$ cat src/rtl/instr_fetch_unit.sv
// ============================================================================
// Module   : instr_fetch_unit
// Purpose  : Fetch front-end. Streams instructions from a synchronous ROM and
//            handles stall, branch-redirect and halt.
// Revision : 1.0
// ============================================================================
`default_nettype none

module instr_fetch_unit #(
  parameter int             ADDR_W     = 8,
  parameter int             INSTR_W    = 9,
  parameter logic [INSTR_W-1:0] HALT_INSTR = 9'h1FF
) (
  input  logic               clock_i,
  input  logic               reset_i,
  input  logic               start_i,
  input  logic [ADDR_W-1:0]  start_addr,
  output logic [ADDR_W-1:0]  imem_addr_o,
  input  logic [INSTR_W-1:0] imem_data_i,
  input  logic               stall_i,
  input  logic               branch_taken_i,
  input  logic [ADDR_W-1:0]  branch_target_i,
  output logic [INSTR_W-1:0] instr_o,
  output logic [ADDR_W-1:0]  pc_o,
  output logic               instr_valid_o,
  output logic               done_o
);

  typedef enum logic [1:0] {
    IDLE   = 2'd0,
    FETCH  = 2'd1,
    HALTED = 2'd2
  } state_t;

  state_t            state;
  logic [ADDR_W-1:0] fetch_pc;
  logic [ADDR_W-1:0] req_pc;
  logic              req_v;

  logic              is_halt;
  logic              take_branch;

  assign is_halt     = instr_valid_o && (instr_o == HALT_INSTR);
  assign take_branch = instr_valid_o && branch_taken_i;

  // While stalled the ROM re-reads the in-flight address so its data survives.
  assign imem_addr_o = (state == FETCH && stall_i) ? req_pc : fetch_pc;

  always_ff @(posedge clock_i or posedge reset_i) begin
    if (reset_i) begin
      state         <= IDLE;
      fetch_pc      <= '0;
      req_pc        <= '0;
      req_v         <= 1'b0;
      pc_o          <= '0;
      instr_o       <= '0;
      instr_valid_o <= 1'b0;
      done_o        <= 1'b0;
    end else if (start_i) begin
      state         <= FETCH;
      fetch_pc      <= start_addr;
      req_v         <= 1'b0;
      instr_valid_o <= 1'b0;
      done_o        <= 1'b0;
    end else begin
      case (state)
        FETCH: begin
          if (stall_i) begin
            state <= FETCH;
          end else if (is_halt) begin
            // Halt wins over a simultaneous branch request.
            state         <= HALTED;
            done_o        <= 1'b1;
            instr_valid_o <= 1'b0;
          end else if (take_branch) begin
            fetch_pc      <= branch_target_i;
            req_v         <= 1'b0;
            instr_valid_o <= 1'b0;
          end else begin
            instr_o       <= imem_data_i;
            pc_o          <= req_pc;
            instr_valid_o <= req_v;
            req_pc        <= fetch_pc;
            req_v         <= 1'b1;
            fetch_pc      <= fetch_pc + ADDR_W'(1);
          end
        end
        HALTED: begin
          done_o        <= 1'b1;
          instr_valid_o <= 1'b0;
        end
        IDLE: begin
          state <= IDLE;
        end
        default: begin
          state <= IDLE;
        end
      endcase
    end
  end

endmodule

`default_nettype wire

$ cat config.mk
export PLATFORM = sky130hd
export DESIGN_NAME = instr_fetch_unit
export DESIGN_NICKNAME = d
export VERILOG_FILES = /design/src/rtl/instr_fetch_unit.sv
export SDC_FILE = /design/constraint.sdc
export NUM_CORES = 1
export LEC_CHECK = 0
export ABC_AREA = 1
export CAP_MARGIN = 20
export CORE_MARGIN = 4
export CORE_UTILIZATION = 40
export DETAILED_ROUTE_END_ITERATION = 7
export PLACE_DENSITY = 0.69
export SKIP_LAST_GASP = 1
export SLEW_MARGIN = 20
export SYNTH_ARGS = -nofsm -noshare
export SYNTH_HDL_FRONTEND = slang
export SYNTH_SLANG_ARGS = --single-unit
$ cat constraint.sdc
create_clock -name clock_i -period 3.1 [get_ports clock_i]
set_input_delay 0.775 -clock clock_i [delete_from_list [all_inputs] [get_ports clock_i]]
set_output_delay 0.775 -clock clock_i [all_outputs]
set_load 0.01 [all_outputs]
# == Word-level counts from Yosys, hierarchy flattened ==
# Index checks and enable logic that the tools add are counted.
# word_totals
reg_bits,38
out_inout_bits,27
# classes
mux,24
eq_ne,9
reduce_logical,10
addsub,1
bitwise,4
# ops
operator,n
2-to-1 mux 8 bit,6
2-to-1 mux 1 bit,12
== test 9 bit (second input constant),1
adder 8 x 1 -> 8 bit (second input constant),1
2-to-1 mux 2 bit,3
inequality test 2 bit (second input constant),3
inequality test 3 bit (second input constant),2
AND reduction 3 bit,2
AND reduction 5 bit,1
inequality test 4 bit (second input constant),1
inverter 1 bit,4
one-hot mux 1 bit (2 select lines),2
one-hot mux 2 bit (2 select lines),1
AND reduction 2 bit,2
logical AND 1 bit,3
nonzero test 3 bit,1
== test 2 x 1 -> 1 bit (second input constant),1
== test 2 bit (second input constant),1
nonzero test 2 bit,1

# == Longest topological paths before layout ==
# Gate-level depths: netlist of the first run.
# logic_depth
word_depth,6
mapped_depth,10

# == Least setup slack after synthesis of the first run ==
# Ideal clock, no wire load.
# synth_timing
kind,input-to-output
startpoint,input port stall_i
endpoint,output port imem_addr_o[5]
t_arrival_ns,1.377
path_stages,4
slack_ns,0.948
path_cell_list,nand2_1 -> buf_2 -> nor2_1 -> a21oi_1
# synth_between
elab_chain_cells,2
# synth_rtl
element,line_no,source
"start, declared",20,"input logic stall_i,"
logical AND 1 bit,47,assign imem_addr_o = (state == FETCH && stall_i) ? req_pc : fetch_pc;
2-to-1 mux 8 bit,47,
"end, declared",18,"output logic [ADDR_W-1:0] imem_addr_o,"
# Every way passes these cells.

# == Worst setup path after layout of the first run ==
# Ends and elaborated chain as after synthesis.

==> impl_metrics.csv, run 1 <==
group,metric,value,unit
synth,syn_inst,267,
grt,antenna_found_initial,0,
power,p_clk_share,22.0,%
layout,diodes,0,
grt,grt_pass1_wl,8500,um
routing,post_drt_wl_per_cell,12.5,um
worst_setup_path,cp-end-kind,"primary output",
timing,rsz0062_at_grt,"false",
floorplanning,core-area,0.00475,mm^2
synth,postSynthAreaPerCell,7.45,um^2
power,ir_worst_vdd,0.208,mV
floorplanning,fp-row-count,25,
clock_tree,clock_path_buffers,2,
clock_tree,cts_resized,1,
clock_tree,root_buffer,"clkbuf_8",
synth,synth.distinct_cells,24,
floorplanning,dieHeight,78.5,um
power,p_int,0.000979,W
worst_setup_path,crit_top_cell,"clkdlybuf4s50_1",
timing,finalSetupViolCount,0,
layout,syn2layout_area_growth,36.5,%
power,seqPwrFrac,46.2,%
synth,ys_warn_count,0,
timing,max_slew_margin,68.3,%
placed_design,dp_hpwl,3610,um
layout,fin_cells,395,
layout,multi_input_area,898,um^2
flow_run,drv_cap,0,
grt,overflow,0,
placed_design,dp.cells,388,
worst_setup_path,crit_path_top_delay_cell,"clkdlybuf4s50_1",
clock_tree,clk_latency,0.29,ns
worst_setup_path,crit_buf_inv,3,
placed_design,place_congestion,0.872,
worst_setup_path,crit_family,"buffers and inverters",
routing,first_iter_violations,95,
timing,fmax,330,MHz
worst_setup_path,critical_path.cell_chain,"clkdlybuf4s50_1, nand2_2, buf_4, a21oi_1, clkdlybuf4s50_1",
routing,ant_nets,0,
routing,vias_per_cell,4.70,
routing,dr.pass1.iters,4,
clock_tree,path_clk_slew,0.08,ns
floorplanning,io-pin-count,57,
timing,clock_skew,0.00700,ns
power,power_leakage,1.41,nW
synth,synth_nets,298,
timing,min_period_over_period,97.7,%
layout,final_layout_size_suffix_gt1_share,8.54,%
floorplanning,die_area,0.00616,mm^2
hold_path,hp-class,"register to register",
layout,seq_area,951,um^2
worst_setup_path,worst_ep_arrival_time,2.25,ns
floorplanning,start_util,41.8,%
clock_tree,ctsHoldBuffers,0,
grt,grt_max_degree,39,
worst_setup_path,reg2reg_slack,1.49,ns
worst_setup_path,critical_path_class,"input port to primary output",
layout,finalNetCount,359,
clock_tree,htreeDepth,2,
routing,wl,4930,um
power,p_comb_share,31.8,%
layout,fill_cells,465,
worst_setup_path,crit_required,2.32,ns
timing,min_period,3.03,ns
layout,layout_common_cells,"nand2_1 (108), clkdlybuf4s50_1 (52), nand3_1 (40)",
clock_tree,cts_buffers,5,
worst_setup_path,start_kind,"input port",
power,power.total,0.00145,W
worst_setup_path,path_max_fanout,10,
routing,num_vias,1858,
placed_design,io_buffers,56,
clock_tree,postCtsSetupRepairBufs,0,
outcome,status,"finished, final reports clean",
power,power_density,536,mW/mm^2
power,swShare,32.7,%
layout,final_common_cell,"nand2_1",
floorplanning,fp.dieW,78.5,um
synth,synth_seq_area_share,47.8,%
routing,drc,0,
timing,finalHoldViolCount,0,
clock_tree,cts_sinks,38,
timing,tightest_slew,0.476,ns
clock_tree,cts_tree,"yes",
synth,netlist_area,0.00199,mm^2
grt,grt_usage,17.4,%
worst_setup_path,crit_path_max_incr_delay,0.55,ns
grt,grt_pass1_vias,1813,
synth,ys_seq_elements,38,
timing,final-max-slew-violation-count,0,
power,p_switching,0.000475,W
[final cells by class]
| cell class | instances | share of cell area, % |
|---|---|---|
| sequential | 38 | 35.0 |
| multi-input combinational | 200 | 33.1 |
| timing repair buffer | 64 | 23.2 |
| tap | 67 | 3.09 |
| inverter | 19 | 2.63 |
| clock buffer | 5 | 2.54 |
| clock inverter | 2 | 0.369 |
[synth_stat cells]
cell | number | area (um^2)
a31oi_1 | 2 | 12.5
buf_2 | 5 | 25.0
clkinv_1 | 1 | 3.75
inv_2 | 1 | 3.75
nand3b_2 | 1 | 11.3
o21ai_0 | 4 | 20.0
buf_4 | 3 | 22.5
nor2_4 | 1 | 11.3
nor2_1 | 18 | 67.6
dfrtp_1 | 38 | 951
nand4_1 | 2 | 12.5
buf_6 | 2 | 22.5
inv_1 | 17 | 63.8
nand2_4 | 2 | 22.5
nand2_1 | 109 | 409
nand3_1 | 40 | 200
o21ai_1 | 2 | 10.0
nand2_2 | 1 | 6.26
a21oi_1 | 10 | 50.1
mux2_2 | 1 | 11.3
ha_1 | 1 | 12.5
or2_2 | 3 | 18.8
o21a_1 | 1 | 7.51
nor2_2 | 2 | 12.5
[sequential cells by signal, summed over array words and instances (netlist names)]
register / count
instr_o: 9
fetch_pc: 8
pc_o: 8
req_pc: 8
state: 2
done_o: 1
instr_valid_o: 1
req_v: 1
[per-stage QoR]
stage	utilization [%]	instance area, um^2	TNS (ns)	setup WS, ns	hold WS [ns]
floorplan	-	1990	0	0.948	0.442
global placement	55.2	2620	0	0.0207	0.452
detailed placement	55.2	2620	-0.0568	-0.0262	0.458
CTS	56.9	2700	0	0.0371	0.476
global route	57.1	2710	0	0.00389	0.511
finish	57.1	2710	0	0.0728	0.471
[worst reg2reg max path: stages (launching register included)]
cell	delay, ns
dfrtp_1	0.44
nand2_1	0.08
nor2_1	0.12
nand3b_2	0.15
nand2_2	0.14
nand2_4	0.17
nand2_4	0.29
nand2_1	0.09
nand2_1	0.07
[metal layers]
metal | vias up | global-route usage [%] | wire [um] | part of all wire, %
li1 | 964 | - | - | -
met1 | 834 | 23.4 | 2250 | 46
met2 | 58 | 27.2 | 2340 | 47
met3 | 2 | 5.16 | 326 | 6.6
met4 | 0 | 4.90 | 21 | 0.43
met5 | - | 0 | 0 | 0
[power groups by stage]
| stage | combinational [W] | clock [W] | sequential [W] |
|---|---|---|---|
| floorplan | 0.000220 | 0 | 0.000684 |
| global placement | 0.000460 | 0 | 0.000679 |
| detailed placement | 0.000469 | 0 | 0.000682 |
| CTS | 0.000471 | 0.000335 | 0.000673 |
| global route | 0.000517 | 0.000351 | 0.000688 |
| finish | 0.000462 | 0.000320 | 0.000672 |
[path summary, 6_finish.rpt]
path,from,endpoint,cells after the start
setup / recovery,stall_i,imem_addr_o[5],5
hold / removal,pc_o[3],pc_o[3],2
setup reg to reg,instr_valid_o,pc_o[2],8
hold reg to reg,pc_o[3],pc_o[3],2
max in group asynchronous,reset_i,pc_o[2],3
min in group asynchronous,reset_i,instr_o[8],3
[kinds of logic (layout without fill, tap and decap cells)]
kind of cell    count (synthesis)  count (layout)  share of synthesized area, %
mux                             1               1                         0.566
compound gates                 19              19                          5.03
flops                          38              38                          47.8
buf+inv                        29              90                          7.11
fa+ha+maj                       1               1                         0.629
simple gates                  179             179                          38.8
Power figures use the tool's default switching activity.
==> run 2, diff against run 1 <==
--- a/config.mk
+++ b/config.mk
@@ -9,8 +9,10 @@
 export CAP_MARGIN = 20
 export CORE_MARGIN = 4
 export CORE_UTILIZATION = 40
+export CTS_BUF_LIST = sky130_fd_sc_hd__clkbuf_16
 export DETAILED_ROUTE_END_ITERATION = 7
 export PLACE_DENSITY = 0.69
+export RECOVER_POWER = 50
 export SKIP_LAST_GASP = 1
 export SLEW_MARGIN = 20
 export SYNTH_ARGS = -nofsm -noshare
==> run 2 against run 1 <==
  * Sequential share of layout area is 0.48 points lower
  * Critical path depth stayed put
  * Fmax hardly changed
  * Die area stayed put
  * Register-to-register slack worse by 0.50 ns
  * Cell area is 1.4% higher
  * Setup slack worse by 0.0029 ns
  * First-iteration DRC count is 16% higher
  * Largest power group unchanged
==> impl_metrics.csv, run 2 (synthesis gave the netlist of run 1 again) <==
group,metric,value,unit
outcome,status,"finished, final reports clean",
grt,grt_usage,17.4,%
power,ir_worst_vdd,0.287,mV
grt,grt_pass1_wl,8480,um
routing,ant_nets,0,
timing,worst_slack,0.0699,ns
clock_tree,postCtsSetupRepairBufs,0,
routing,drc,0,
power,p_clk_share,29.9,%
layout,seq_area,951,um^2
layout,diodes,0,
timing,finalHoldViolCount,0,
routing,vias_per_cell,4.70,
floorplanning,die_area,0.00616,mm^2
power,seqPwrFrac,42.0,%
worst_setup_path,crit_path_top_delay_cell,"clkdlybuf4s50_1",
layout,fin_cells,395,
grt,overflow,0,
placed_design,dp_worst_setup_slack,-0.0262,ns
timing,max_slew_margin,37.4,%
floorplanning,fp-row-count,25,
routing,num_vias,1858,
clock_tree,clock_path_buffers,2,
worst_setup_path,cp-end-kind,"primary output",
flow_run,drv_cap,0,
layout,top_register,"instr_o",
placed_design,io_buffers,56,
grt,antenna_found_initial,0,
power,power.total,0.00160,W
worst_setup_path,worst_ep_arrival_time,2.26,ns
clock_tree,cts_tree,"yes",
floorplanning,start_util,41.8,%
layout,layout_common_cells,"nand2_1 (110), clkdlybuf4s50_1 (43), nand3_1 (40)",
floorplanning,core-area,0.00475,mm^2
clock_tree,path_clk_slew,0.05,ns
layout,finalNetCount,359,
timing,fmax,330,MHz
placed_design,place_congestion,0.872,
timing,final-max-slew-violation-count,0,
routing,post_drt_wl_per_cell,12.5,um
routing,dr.pass1.iters,4,
grt,grt_max_degree,39,
placed_design,dp.cells,388,
clock_tree,root_buffer,"clkbuf_16",
worst_setup_path,crit_path_max_incr_delay,0.55,ns
power,power_density,581,mW/mm^2
floorplanning,io-pin-count,57,
hold_path,hp-class,"register to register",
worst_setup_path,path_max_fanout,10,
power,p_switching,0.000491,W
timing,finalSetupViolCount,0,
timing,min_period,3.03,ns
clock_tree,htreeDepth,2,
clock_tree,cts_buffers,5,
power,swShare,30.7,%
layout,syn2layout_area_growth,38.4,%
layout,utilization,57.9,%
timing,rsz0062_at_grt,"false",
timing,tightest_slew,0.938,ns
clock_tree,cts_sinks,38,
timing,min_period_over_period,97.7,%
timing,clock_skew,0.00383,ns
layout,final_common_cell,"nand2_1",
routing,wl,4950,um
layout,final_layout_size_suffix_gt1_share,7.32,%
placed_design,dp_hpwl,3610,um
power,p_int,0.00111,W
layout,largest_reg_flops,9,
worst_setup_path,critical_path.cell_chain,"clkdlybuf4s50_1, nand2_2, buf_4, a21oi_1, clkdlybuf4s50_1",
routing,first_iter_violations,110,
layout,multi_input_area,886,um^2
grt,grt_pass1_vias,1814,
floorplanning,fp.dieW,78.5,um
floorplanning,dieHeight,78.5,um
worst_setup_path,critical_path_class,"input port to primary output",
worst_setup_path,start_kind,"input port",
power,p_comb_share,28.1,%
layout,fill_cells,464,
worst_setup_path,crit_top_cell,"clkdlybuf4s50_1",
worst_setup_path,crit_required,2.32,ns
clock_tree,clk_latency,0.28,ns
power,power_leakage,1.44,nW
==> run 2: layout make-up <==
type,count,share of cell area (%)
sequential,38,34.6
inverter,19,2.59
tap,67,3.05
clock inverter,2,0.364
timing repair buffer,64,22.7
multi-input combinational,200,32.2
clock buffer,5,4.55
==> run 2: through the flow <==
step                      area (um^2)  TNS, ns  hold WS [ns]
after floorplan                  1990        0         0.442
final                            2750        0         0.464
after global routing             2750        0         0.501
after CTS                        2760        0         0.471
after detailed placement         2620  -0.0568         0.458
after global placement           2620        0         0.452
==> run 2: final timing paths <==
kind / start / cells past startpoint / slack, ns / to
max in group asynchronous: reset_i / 3 / 1.29 / pc_o[2]
worst min register to register: pc_o[4] / 2 / 0.46 / pc_o[4]
worst max register to register: state[1] / 8 / 0.99 / pc_o[2]
worst min-delay path: pc_o[4] / 2 / 0.46 / pc_o[4]
worst max-delay path: stall_i / 5 / 0.07 / imem_addr_o[5]
min in group asynchronous: reset_i / 3 / 1.23 / instr_o[8]
==> run 2: metal layers <==
layer / part of all wire, % / global-route usage [%] / up-vias
met5: 0 / 0 / -
met4: 0.83 / 4.90 / 0
met3: 6.5 / 4.82 / 4
met2: 46 / 27.2 / 57
met1: 46 / 23.4 / 828
li1: - / - / 969
==> run 2: critical path: cells and delay by family <==
| kind | cells | cell delay [ns] |
|---|---|---|
| buffers and inverters | 3 | 1.23 |
| AOI/OAI and AO/OA | 1 | 0.14 |
| and+or+nand+nor | 1 | 0.11 |
==> run 2: what timing repair did <==
action                                  CTS  global route
gates cloned                              0             0
gates resized for setup                   1             4
hold buffers                              0             0
endpoints found under the setup margin    4             4
==> run 2: power groups by stage <==
| stage | logic, W | registers (W) | clock network, W |
|---|---|---|---|
| 2_1_floorplan | 0.000220 | 0.000684 | 0 |
| 3_3_place_gp | 0.000460 | 0.000679 | 0 |
| 3_5_place_dp | 0.000469 | 0.000682 | 0 |
| 4_1_cts | 0.000471 | 0.000674 | 0.000489 |
| 5_1_grt | 0.000504 | 0.000688 | 0.000505 |
| 6_report | 0.000450 | 0.000671 | 0.000477 |
